`config.mk`:
```
export PLATFORM = sky130hd
export DESIGN_NAME = desc_crdt_gen
export DESIGN_NICKNAME = d
export VERILOG_FILES = /design/src/rtl/desc_crdt_gen.sv
export SDC_FILE = /design/constraint.sdc
export NUM_CORES = 1
export LEC_CHECK = 0
export CAP_MARGIN = 20
export CORE_MARGIN = 4
export CORE_UTILIZATION = 40
export DETAILED_ROUTE_END_ITERATION = 6
export GPL_TIMING_DRIVEN = 1
export MAX_ROUTING_LAYER = met4
export PLACE_DENSITY = 0.56
export SYNTH_ARGS = -nofsm -noshare
export SYNTH_HDL_FRONTEND = slang
export SYNTH_SLANG_ARGS = --single-unit
export TNS_END_PERCENT = 20
```
`constraint.sdc`:
```
create_clock -name user_clk -period 10.2 [get_ports user_clk]
set_clock_uncertainty 0.2 [all_clocks]
set_input_delay 1.53 -clock user_clk [delete_from_list [all_inputs] [get_ports user_clk]]
set_output_delay 1.53 -clock user_clk [all_outputs]
set_load 0.005 [all_outputs]
```
`src/rtl/desc_crdt_gen.sv`:
```
// Descriptor-credit generator: per-queue credit accumulators drained round-robin into bounded
// credit messages on a valid/ready port. Optional coalescing under `DESC_CRDT_COALESCE_EN`.
module desc_crdt_gen #(
    parameter int NUM_Q            = 4,
    parameter int QID_WIDTH        = 11,
    parameter int DESC_AVAIL_WIDTH = 8,
    parameter int CRDT_WIDTH       = 16,
    parameter int MAX_CRDT         = 64,
    parameter int COAL_THRESH      = 8,
    parameter int COAL_TIMEOUT     = 32
) (
    input  logic                        user_clk,
    input  logic                        user_reset_n,
    input  logic [QID_WIDTH-1:0]        qid_base,
    input  logic [NUM_Q-1:0]            q_en,
    input  logic [NUM_Q-1:0]            q_clr,
    input  logic                        add_vld,
    input  logic [$clog2(NUM_Q)-1:0]    add_idx,
    input  logic [DESC_AVAIL_WIDTH-1:0] add_val,
    output logic                        crdt_vld,
    input  logic                        crdt_rdy,
    output logic [QID_WIDTH-1:0]        crdt_qid,
    output logic [CRDT_WIDTH-1:0]       crdt_val,
    output logic                        crdt_ovf,
    output logic                        idle
);
    localparam int IDX_W = $clog2(NUM_Q);
    localparam logic [CRDT_WIDTH-1:0] MAX_C = CRDT_WIDTH'(MAX_CRDT);
    localparam logic [CRDT_WIDTH-1:0] SAT_C = '1;

    typedef enum logic {ST_IDLE, ST_SEND} state_e;

    state_e                            state_q, state_d;
    logic [IDX_W-1:0]                  last_grant_q, last_grant_d;
    logic [IDX_W-1:0]                  sel_q, sel_d;
    logic [QID_WIDTH-1:0]              qid_q, qid_d;
    logic [CRDT_WIDTH-1:0]             val_q, val_d;
    logic                              ovf_q, ovf_d;

    logic [NUM_Q-1:0][CRDT_WIDTH-1:0]  acc_all;
    logic [NUM_Q-1:0]                  elig;
    logic [NUM_Q-1:0]                  sat_hit;
    logic                              add_ok;
    logic                              gnt_found;
    logic                              take;
    logic [IDX_W-1:0]                  gnt_idx;
    logic [IDX_W-1:0]                  cand;
    logic [CRDT_WIDTH-1:0]             gnt_val;

    assign add_ok = add_vld && q_en[add_idx];
    assign take   = (state_q == ST_IDLE) && gnt_found;

    // Search starts one past the last served queue; the k==NUM_Q step wraps onto it last.
    always_comb begin
        gnt_found = 1'b0;
        gnt_idx   = last_grant_q;
        cand      = last_grant_q;
        for (int k = 1; k <= NUM_Q; k++) begin
            cand = last_grant_q + IDX_W'(k);
            if (!gnt_found && elig[cand]) begin
                gnt_found = 1'b1;
                gnt_idx   = cand;
            end
        end
        gnt_val = (acc_all[gnt_idx] > MAX_C) ? MAX_C : acc_all[gnt_idx];
    end

    always_comb begin
        state_d      = state_q;
        last_grant_d = last_grant_q;
        sel_d        = sel_q;
        qid_d        = qid_q;
        val_d        = val_q;
        ovf_d        = ovf_q | (|sat_hit);
        case (state_q)
            ST_IDLE: begin
                if (gnt_found) begin
                    state_d = ST_SEND;
                    sel_d   = gnt_idx;
                    qid_d   = qid_base + QID_WIDTH'(gnt_idx);
                    val_d   = gnt_val;
                end
            end
            ST_SEND: begin
                // Payload is frozen until accepted, regardless of clears or disables.
                if (crdt_rdy) begin
                    state_d      = ST_IDLE;
                    last_grant_d = sel_q;
                end
            end
            default: state_d = ST_IDLE;
        endcase
    end

    always_ff @(posedge user_clk or negedge user_reset_n) begin
        if (!user_reset_n) begin
            state_q      <= ST_IDLE;
            last_grant_q <= IDX_W'(NUM_Q - 1);
            sel_q        <= '0;
            qid_q        <= '0;
            val_q        <= '0;
            ovf_q        <= 1'b0;
        end else begin
            state_q      <= state_d;
            last_grant_q <= last_grant_d;
            sel_q        <= sel_d;
            qid_q        <= qid_d;
            val_q        <= val_d;
            ovf_q        <= ovf_d;
        end
    end

    for (genvar g = 0; g < NUM_Q; g++) begin : g_q
        logic [CRDT_WIDTH-1:0] acc_q, acc_d;
        logic [CRDT_WIDTH-1:0] base;
        logic [CRDT_WIDTH:0]   sum;
        logic                  hit;
        logic                  granted;

        // Grant debit and a same-cycle add combine; clear overrides both.
        always_comb begin
            hit        = add_ok && (add_idx == IDX_W'(g));
            granted    = take && (gnt_idx == IDX_W'(g));
            base       = granted ? (acc_q - gnt_val) : acc_q;
            sum        = {1'b0, base} + (CRDT_WIDTH+1)'(add_val);
            acc_d      = base;
            sat_hit[g] = 1'b0;
            if (q_clr[g]) begin
                acc_d = '0;
            end else if (hit) begin
                if (sum[CRDT_WIDTH]) begin
                    acc_d      = SAT_C;
                    sat_hit[g] = 1'b1;
                end else begin
                    acc_d = sum[CRDT_WIDTH-1:0];
                end
            end
        end

        always_ff @(posedge user_clk or negedge user_reset_n) begin
            if (!user_reset_n) acc_q <= '0;
            else               acc_q <= acc_d;
        end

        assign acc_all[g] = acc_q;

`ifdef DESC_CRDT_COALESCE_EN
        localparam int TMR_W = $clog2(COAL_TIMEOUT + 1);
        logic [TMR_W-1:0] tmr_q, tmr_d;

        always_comb begin
            tmr_d = tmr_q;
            if (hit || granted || q_clr[g])          tmr_d = '0;
            else if (tmr_q != TMR_W'(COAL_TIMEOUT)) tmr_d = tmr_q + 1'b1;
        end

        always_ff @(posedge user_clk or negedge user_reset_n) begin
            if (!user_reset_n) tmr_q <= '0;
            else               tmr_q <= tmr_d;
        end

        assign elig[g] = q_en[g] && ((acc_q >= CRDT_WIDTH'(COAL_THRESH)) ||
                                     ((acc_q != '0) && (tmr_q == TMR_W'(COAL_TIMEOUT))));
`else
        assign elig[g] = q_en[g] && (acc_q != '0);
`endif
    end

`ifndef DESC_CRDT_COALESCE_EN
    localparam int coal_unused = COAL_THRESH + COAL_TIMEOUT;
`endif

    assign crdt_vld = (state_q == ST_SEND);
    assign crdt_qid = qid_q;
    assign crdt_val = val_q;
    assign crdt_ovf = ovf_q;
    assign idle     = (state_q == ST_IDLE) && (acc_all == '0);

endmodule

```
== After elaboration in Yosys (flattened, before gate mapping) ==
Index checks and enable logic that the tools add are counted.

* Register bits after elaboration: 97
* Input bits: 33
* Output and inout port bits: 30
* Logic and storage cells: 120

* $add $sub $neg: 12
* Order comparisons: 7
* Equal/unequal tests: 6
* Muxes and demuxes: 52
* Bitwise operators: 2
* Reduce and logical (&&, ||, !) cells: 31

{| class="wikitable"
|+ Operators by type and width
! operator !! count
|-
| 16-bit two-way mux || 18
|-
| 16-bit by 8-bit adder with 17-bit output || 4
|-
| 64-bit logical NOT || 1
|-
| 16-bit nonzero test || 4
|-
| 16-bit subtractor || 4
|-
| 16-bit binary-select mux with 2-bit select || 1
|-
| 1-bit two-way mux || 23
|-
| 1-bit logical AND || 18
|-
| 2-bit by 3-bit less-than comparator with 1-bit output (second input constant) || 6
|-
| 16-bit by 7-bit greater-than comparator with 1-bit output (second input constant) || 1
|-
| 11-bit by 2-bit adder with 11-bit output || 1
|-
| 1-bit binary-select mux with 2-bit select || 5
|-
| 2-bit equality test (second input constant) || 4
|-
| 2-bit two-way mux || 4
|-
| 2-bit adder (second input constant) || 2
|-
| 2-bit by 1-bit equality test with 1-bit output (second input constant) || 2
|-
| 2-bit logical NOT || 2
|-
| 2-bit AND reduction || 2
|-
| 4-bit OR reduction || 1
|-
| 1-bit logical NOT || 3
|-
| 2-bit by 1-bit adder with 2-bit output (second input constant) || 1
|-
| 1-bit one-hot mux with 2 select lines || 1
|-
| 1-bit inverter || 1
|-
| 1-bit OR || 1
|}

== Logic depth before layout (Yosys ltp) ==
Gate-level depths: netlist of the first run.

* Depth in word-level cells: 26
* Mapped depth: 35
* Mapped depth without buffers: 33

== Least setup slack after synthesis of the first run ==
OpenSTA, ideal clock, no wires.

* Kind: input-to-reg
* Start point: in q_en[0]
* End point: reg g_q[0].acc_q[1]
* Setup time: 94 ps
* Data arrival time: 8106 ps
* Data required time: 9906 ps
* Path slack: 1800 ps
* Cell stages on the path: 29
* Buffers on the path: 4
* Path through: o41ai_2 nor3b_1 or3_1 a21oi_4 buf_6 clkbuf_1 buf_1 o21ai_0 nand2_1 o21ai_0 or4_1 o31a_1 nor3_1 nand2_1 ha_1 a21o_1 a21o_1 a21o_1 a21o_1 a21o_1 a22o_1 a311oi_4 o21ai_2 a2111oi_2 xnor2_1 or4b_4 or2_1 buf_6 a221oi_2

* Word-level cells in the longest chain between the ends: 23

{| class="wikitable"
|+ RTL lines
! what !! line !! text
|-
| start: declaration || 15 || <nowiki>input logic [NUM_Q-1:0] q_en,</nowiki>
|-
| 1-bit logical AND || 165 || <nowiki>assign elig[g] = q_en[g] && (acc_q != '0);</nowiki>
|-
| 1-bit binary-select mux with 2-bit select || 60 || <nowiki>if (!gnt_found && elig[cand]) begin</nowiki>
|-
| 1-bit two-way mux (not written as such) || 60 ||
|-
| 1-bit two-way mux || 60 ||
|-
| 1-bit logical NOT || 60 ||
|-
| 1-bit logical AND || 60 ||
|-
| 1-bit two-way mux || 60 ||
|-
| 1-bit logical NOT || 60 ||
|-
| [8 not listed] || n/a ||
|-
| 16-bit two-way mux || 65 || <nowiki>gnt_val = (acc_all[gnt_idx] > MAX_C) ? MAX_C : acc_all[gnt_idx];</nowiki>
|-
| 16-bit subtractor || 124 || <nowiki>base = granted ? (acc_q - gnt_val) : acc_q;</nowiki>
|-
| 16-bit two-way mux || 124 ||
|-
| 16-bit by 8-bit adder with 17-bit output || 125 || <nowiki>sum = {1'b0, base} + (CRDT_WIDTH+1)'(add_val);</nowiki>
|-
| 16-bit two-way mux || 131 || <nowiki>if (sum[CRDT_WIDTH]) begin</nowiki>
|-
| 16-bit two-way mux * || 130 || <nowiki>end else if (hit) begin</nowiki>
|-
| 16-bit two-way mux * || 128 || <nowiki>if (q_clr[g]) begin</nowiki>
|-
| via g_q[0].acc_d[1] || 114 || <nowiki>logic [CRDT_WIDTH-1:0] acc_q, acc_d;</nowiki>
|-
| end signal: assignment || 141 || <nowiki>if (!user_reset_n) acc_q <= '0;</nowiki>
|-
| end signal: assignment || 142 || <nowiki>else acc_q <= acc_d;</nowiki>
|-
| end: declaration || 114 ||
|}

The timed path passes the listed nets; every way through them passes the cells marked *. The select of a mux whose other input is x is not followed.
A chain may end at the register's enable or synchronous reset.

== Worst setup path in the final report of the first run ==
* Start point: in q_en[0]
* End point: reg g_q[3].acc_q[7]

* Word-level cells in the longest chain between the ends: 23

{| class="wikitable"
|+ RTL lines
! what !! line !! text
|-
| 1-bit logical AND * || 165 ||
|-
| 1-bit binary-select mux with 2-bit select || 60 ||
|-
| 1-bit two-way mux (not written as such) || 60 ||
|-
| 1-bit two-way mux || 60 ||
|-
| 1-bit logical NOT || 60 ||
|-
| 1-bit logical AND || 60 ||
|-
| 1-bit two-way mux || 60 ||
|-
| 1-bit logical NOT || 60 ||
|-
| [5 not listed] || n/a ||
|-
| via gnt_idx[0] || 46 || <nowiki>logic [IDX_W-1:0] gnt_idx;</nowiki>
|-
| [3 not listed] || n/a ||
|-
| 16-bit two-way mux || 65 ||
|-
| 16-bit subtractor || 124 ||
|-
| 16-bit two-way mux * || 124 ||
|-
| 16-bit by 8-bit adder with 17-bit output || 125 ||
|-
| 16-bit two-way mux || 131 ||
|-
| 16-bit two-way mux * || 130 ||
|-
| 16-bit two-way mux * || 128 ||
|-
| via g_q[3].acc_d[7] || 114 ||
|-
| end signal: assignment || 141 ||
|-
| end signal: assignment || 142 ||
|-
| end: declaration || 114 ||
|}

Marked as above.

==> qor.csv, run 1 <==
metric,value,unit
first-pass GRT wire length,46500,microns
hold buffers post-CTS,0,
relative slew slack,0.362,
#FFs+latches synth,97,
total vias in the final route,8989,
setup ws final,0.758,ns
ANT cells,0,
I/O pin total,63,
Final nets,1410,
"worst slack, placed",0.574,ns
met1 Track Usage GR,0.317,
Antenna Nets Post-Route,0,
WS Path Type,in2reg,
Row Count,57,
clock transition at the registers of the reported paths,0.08,ns
TritonCTS buffer count,9,
syn_area_per_cell,8.30,sq um
Max Slew Vio Count,0,
Post-synth top cells,"nand2_1, dfrtp_1, ha_1, nor2_1, a21oi_1",
Hold Slack,0.274,ns
DRC marker count from the first detailed-route iteration,710,
total die area,0.0277,sq mm
clock period minus worst slack,9.44,ns
final core utilization,0.462,
Layout area overhead,12.7,%
CP Data Required Time,10.25,ns
initial antenna violation count,0,
crit share post-route,0.926,
TNS Setup,0,ns
CP endpoint kind,register,
grt peak-use layer,met1,
Post-Route WL,28800,microns
Max Freq,106,MHz
"Clk Latency, worst-skew pair",0.36,ns
sequential fraction of the synthesis area,0.242,
setup bufs post-CTS,0,
max-cap violations,0,
critical path startpoint category,input port,
Die W,166,microns
CTS tree,yes,
Clk Tree Root Cell,clkbuf_16,
largest cells by area after synthesis,"dfrtp_1, ha_1, xnor2_1",
gr ovfl total,0,
"Cell Area, Synth",0.0100,sq mm
RSZ-0062 raised after global routing,no,
Final Hold Viols,0,
# clock sinks,97,
status,finished clean,
Worst EP arrival,9.49,ns
synth warn,0,
most frequent cell after synthesis,nand2_1,
Least-Margin Pin Slew,0.937,ns
worst-path fanout max,35,
clock buffer depth,2,
port buffer count,62,
number of synthesized flops with an enable pin,0,
"Slowest-stage cell, CP",a21oi_4,
drt pass-1 iters,5,
crit-path max cell delay,0.66,ns
unique cell type count in the Yosys netlist,84,
hpwl dp,22200,microns
cell repeated most along the worst path,a21o_1,
Synth top area share,0.237,
drc violations,0,
worst min path class,reg2reg,
Post-Synthesis Cells,1211,
Vias per Instance,5.61,
CTS H-Tree Depth,3,
fraction of layout cells with a size suffix above 1,0.0571,
post-cts sizing count,0,
Global Route met3 Usage,0.0289,
vias in the first global route,8562,
Yosys top cell by area,dfrtp_1,
GR Util met2,0.306,
# setup viols final,0,
Most used DFF post-synth,dfrtp_1,
GP Congestion,0.885,
Die Y,166,microns
Initial Util,0.409,
GRT Overall Usage,0.211,
largest net degree at the start of global routing,52,
wire per inst,18.0,microns
core area,0.0245,sq mm
Async SR Flop Fraction,1.00,
layer usage:
metal / vias to the layer above / routed length, microns
met1: 4181 / 15000
met5: - / 0
met4: 0 / 321
met3: 17 / 1380
met2: 227 / 12100
li1: 4564 / -
cell type report:
type | count | area [sq um]
well taps | 324 | 405
flip-flops and latches | 97 | 2430
inverters | 64 | 240
multi-input cells | 1030 | 7270
fillers | 2469 | 13200
clock buffers | 10 | 239
repair buffers | 72 | 693
clock inverters | 6 | 47.5
path summary, 6_finish.rpt:
| check | slack, ns | cells past startpoint | start | end |
|---|---|---|---|---|
| hold / removal | 0.27 | 2 | crdt_qid[1] | crdt_qid[1] |
| hold reg to reg | 0.27 | 2 | crdt_qid[1] | crdt_qid[1] |
| setup reg to reg | 1.02 | 27 | g_q[1].acc_q[11] | g_q[3].acc_q[7] |
| max in group asynchronous | 7.69 | 2 | user_reset_n | g_q[2].acc_q[5] |
| setup / recovery | 0.76 | 27 | q_en[0] | g_q[3].acc_q[7] |
| min in group asynchronous | 0.98 | 1 | user_reset_n | crdt_val[10] |
kinds of logic after synthesis:
| kind of cell | share of synthesized area |
|---|---|
| muxes | 0.0308 |
| xor gates and xnor gates | 0.0767 |
| and+or+nand+nor | 0.223 |
| buffers and inverters | 0.0461 |
| adders and majority gates | 0.137 |
| AOI/OAI and AO/OA | 0.245 |
| DFF | 0.242 |
| other | 0.000373 |
placed cells by master, fill, tap and decap left out, types with 9 or more instances in the layout:
cell / netlist / final
nand2_1: 130 / 130
dfrtp_1: 95 / 95
ha_1: 94 / 94
nor2_1: 83 / 83
a21oi_1: 75 / 75
o21ai_0: 66 / 66
inv_1: 62 / 62
clkdlybuf4s50_1: 0 / 61
xnor2_1: 60 / 60
a21o_1: 45 / 45
conb_1: 1 / 32
nor3_1: 29 / 29
xor2_1: 28 / 28
nand3_1: 25 / 25
nor4_1: 24 / 24
mux2i_1: 23 / 23
and2_1: 19 / 19
a211oi_1: 18 / 18
o21bai_1: 18 / 18
nor2b_1: 17 / 17
or3_1: 14 / 14
a31oi_1: 14 / 14
nand4_1: 13 / 13
o21a_1: 12 / 12
or4_1: 11 / 11
and3_1: 11 / 11
a221oi_1: 11 / 11
buf_4: 1 / 11
nand2b_1: 10 / 10
nor3b_1: 9 / 9
a311oi_1: 9 / 9
fa_1: 9 / 9
clkbuf_16: 0 / 9
stage by stage:
stage	instance area [sq um]	cells
6_report	11300	1603
5_1_grt	11300	1603
4_1_cts	11300	1603
3_5_place_dp	11000	1587
3_3_place_gp	11000	1587
2_1_floorplan	10200	1242
flip-flops by register name, summed over array words and instances, names as in the netlist:
| signal | cells |
|---|---|
| crdt_ovf | 1 |
| sel_q | 2 |
| last_grant_q | 2 |
| crdt_qid | 11 |
| crdt_val | 16 |
| crdt_vld | 1 |
| g_q.acc_q | 64 |
critical path, delay by kind of cell:
kind            cells  cell delay (ns)
simple gates       11             3.57
buf+inv             2             0.70
fa+ha+maj           1             0.44
compound gates     13             3.25
Power of run 1 is not shown: default switching activity piles up to over one toggle a cycle in this logic, so the estimate is an artifact.
==> run 2, diff against run 1 <==
ABC_AREA = 1   (was default)
PLACE_DENSITY = 0.55   (was 0.56)
==> qor.csv, run 2 <==
metric,value,unit,change
Async SR Flop Fraction,1.00,,unchanged
cell family with most CP delay,simple AND/OR/NAND/NOR gates,,
crit share post-route,0.822,,-0.104
FF+latch area,0.00243,sq mm,unchanged
gr ovfl total,0,,unchanged
sequential fraction of the synthesis area,0.223,,-0.0187
relative slew slack,0.417,,+0.0548
total die area,0.0299,sq mm,+8.0%
Initial Util,0.405,,-0.00440
Synth Area in Compound Gates,0.141,,-0.103
met2 WL post-DR,14700,microns,+21%
number of synthesized flops with an enable pin,0,,unchanged
most frequent cells in the layout,"nand2_1, nor2_1, inv_1",,
total stage count of the critical path,40,,+48%
"Slowest-stage cell, CP",nand2_1,,
largest cells by area after synthesis,"dfrtp_1, nand2_1, ha_1",,
Die Y,173,microns,+3.9%
"commonest non-fill, non-tap cell in the layout",nand2_1,,
Post-Synthesis Cells,1690,,+40%
"Clk Latency, worst-skew pair",0.36,ns,about the same
Antenna Nets Post-Route,0,,unchanged
Placed Cells,2101,,+32%
Synth top area share,0.218,,-0.0183
CTS tree,yes,,
worst-path fanout max,21,,-40%
drt pass-1 iters,5,,unchanged
wire per inst,15.7,microns,-12%
CTS H-Tree Depth,3,,unchanged
Final Hold Viols,0,,unchanged
TritonCTS buffer count,9,,unchanged
XOR/XNOR Fraction of Synth Area,0.0368,,-0.0399
crit-path max cell delay,0.64,ns,-0.02 ns
vias in the first global route,10224,,+19%
unique cell type count in the Yosys netlist,55,,-35%
metal3 WL,1160,microns,-16%
RSZ-0062 raised after global routing,no,,
worst reg2reg path startpoint,g_q[3].acc_q[12],,
# setup viols final,0,,unchanged
Yosys top cell by area,dfrtp_1,,
cell repeated most along the worst path,nand2_1,,
CP Data Required Time,10.25,ns,about the same
Max Freq,119,MHz,+13%
clock period minus worst slack,8.38,ns,-1.06 ns
mux contribution to synthesized area,0,,-0.0308
GRT Overall Usage,0.227,,+0.0161
port buffer count,62,,unchanged
Worst EP arrival,8.43,ns,-1.06 ns
max FFs per register,64,,unchanged
setup bufs post-CTS,0,,unchanged
largest family of logic cells by synthesized area,simple AND/OR/NAND/NOR gates,,
R2R cell count,43,,+59%
Worst Hold Endpoint,crdt_val[4],,
Metal-1 WL,16800,microns,+12%
clock buffer depth,2,,unchanged
core area,0.0269,sq mm,+9.5%
"Cell Area, Synth",0.0109,sq mm,+8.4%
area occupied by multi-input gates,0.00776,sq mm,+6.8%
syn_area_per_cell,6.44,sq um,-22%
ANT cells,0,,unchanged
fraction of layout cells with a size suffix above 1,0.0704,,+0.0133
Die W,173,microns,+3.9%
synth warn,0,,unchanged
Synth Area in Simple Gates,0.399,,+0.177
GP Congestion,0.910,,+2.9%
Vias per Instance,5.14,,-8.4%
most frequent cell after synthesis,nand2_1,,
Post-synth top cells,"nand2_1, nor2_1, inv_1, nand3_1, a21oi_1",,
largest net degree at the start of global routing,66,,+27%
hold path depth,2,,unchanged
I/O pin total,63,,unchanged
largest reg by FF count,g_q.acc_q,,
Layout Cells excl Fill,2117,,+32%
Layout area overhead,12.5,%,
CP endpoint kind,register,,
drc violations,0,,unchanged
critical path startpoint category,input port,,
post-synthesis adder-cell area fraction,0.125,,-0.0124
HP Start,crdt_val[4],,
status,finished clean,,
# fillers,2924,,+18%
# clock sinks,97,,unchanged
worst min path class,reg2reg,,
CP bufs+invs,3,,+1
#FFs+latches synth,97,,unchanged
Reg2Reg Capture Point,crdt_ovf,,
Final nets,1907,,+35%
initial antenna violation count,0,,unchanged
max-cap violations,0,,unchanged
hold buffers post-CTS,0,,unchanged
first-pass GRT wire length,53900,microns,+16%
total vias in the final route,10877,,+21%
Clk Tree Root Cell,clkbuf_16,,
TNS Setup,0,ns,unchanged
Most used DFF post-synth,dfrtp_1,,
Row Count,60,,+5.3%
Least-Margin Pin Slew,0.873,ns,-0.0642 ns
post-cts sizing count,0,,unchanged
Max Slew Vio Count,0,,unchanged
WS Path Type,in2reg,,
clock transition at the registers of the reported paths,0.07,ns,about the same
hpwl dp,27000,microns,+22%
DRC marker count from the first detailed-route iteration,724,,+2.0%
Post-Route WL,33300,microns,+16%
CP Launch Point,q_en[0],,
Top Layer Used,met4,,
slack of the worst reg-to-reg path,2.46,ns,+1.44 ns
[run 2: layout make-up]
class,instances,area share
tap,341,0.0348
clock buffer,10,0.0195
multi-input combinational,1417,0.634
sequential,97,0.198
clock inverter,6,0.00408
timing repair buffer,71,0.0560
inverter,175,0.0536
[run 2: how the worst max path moves through the flow]
| stage | to | slack (ns) |
|---|---|---|
| finish | crdt_ovf | 1.82 |
| floorplan | crdt_ovf | 3.11 |
| detailed placement | crdt_ovf | 1.47 |
| global placement | crdt_ovf | 1.53 |
| CTS | crdt_ovf | 1.84 |
| global route | crdt_ovf | 1.13 |
[run 2: per-stage QoR]
stage | area [sq um] | setup slack [ns] | hold WS, ns | utilization
global route | 12300 | 1.13 | 0.312 | 0.456
detailed placement | 12000 | 1.47 | 0.274 | 0.445
CTS | 12300 | 1.84 | 0.294 | 0.456
floorplan | 11000 | 3.11 | 0.271 | -
global placement | 12000 | 1.53 | 0.265 | 0.445
finish | 12300 | 1.82 | 0.284 | 0.456
[run 2: worst reg2reg max path, delay by kind of cell (launching register included)]
family | cells | cell delay [ns]
AOI/OAI and AO/OA | 9 | 1.46
adders and majority gates | 2 | 0.76
and+or+nand+nor | 30 | 4.45
buffers and inverters | 2 | 0.26
DFF | 1 | 0.49
[run 2: metal layers]
layer / GRT usage / up-vias
met5: - / -
met4: 0.0595 / 0
met3: 0.0179 / 35
met2: 0.356 / 196
met1: 0.318 / 4917
li1: - / 5729
[run 2: cell families (layout without fill, tap and decap cells)]
| logic type | count (synthesis) | after routing |
|---|---|---|
| XOR/XNOR | 44 | 44 |
| adder cells (fa/ha/maj) | 103 | 103 |
| buffers and inverters | 207 | 262 |
| flip-flops | 97 | 97 |
| AND/OR/NAND/NOR | 960 | 960 |
| other | 1 | 32 |
| AO/OA/AOI/OAI | 278 | 278 |
Power of run 2 is left out for the same reason.
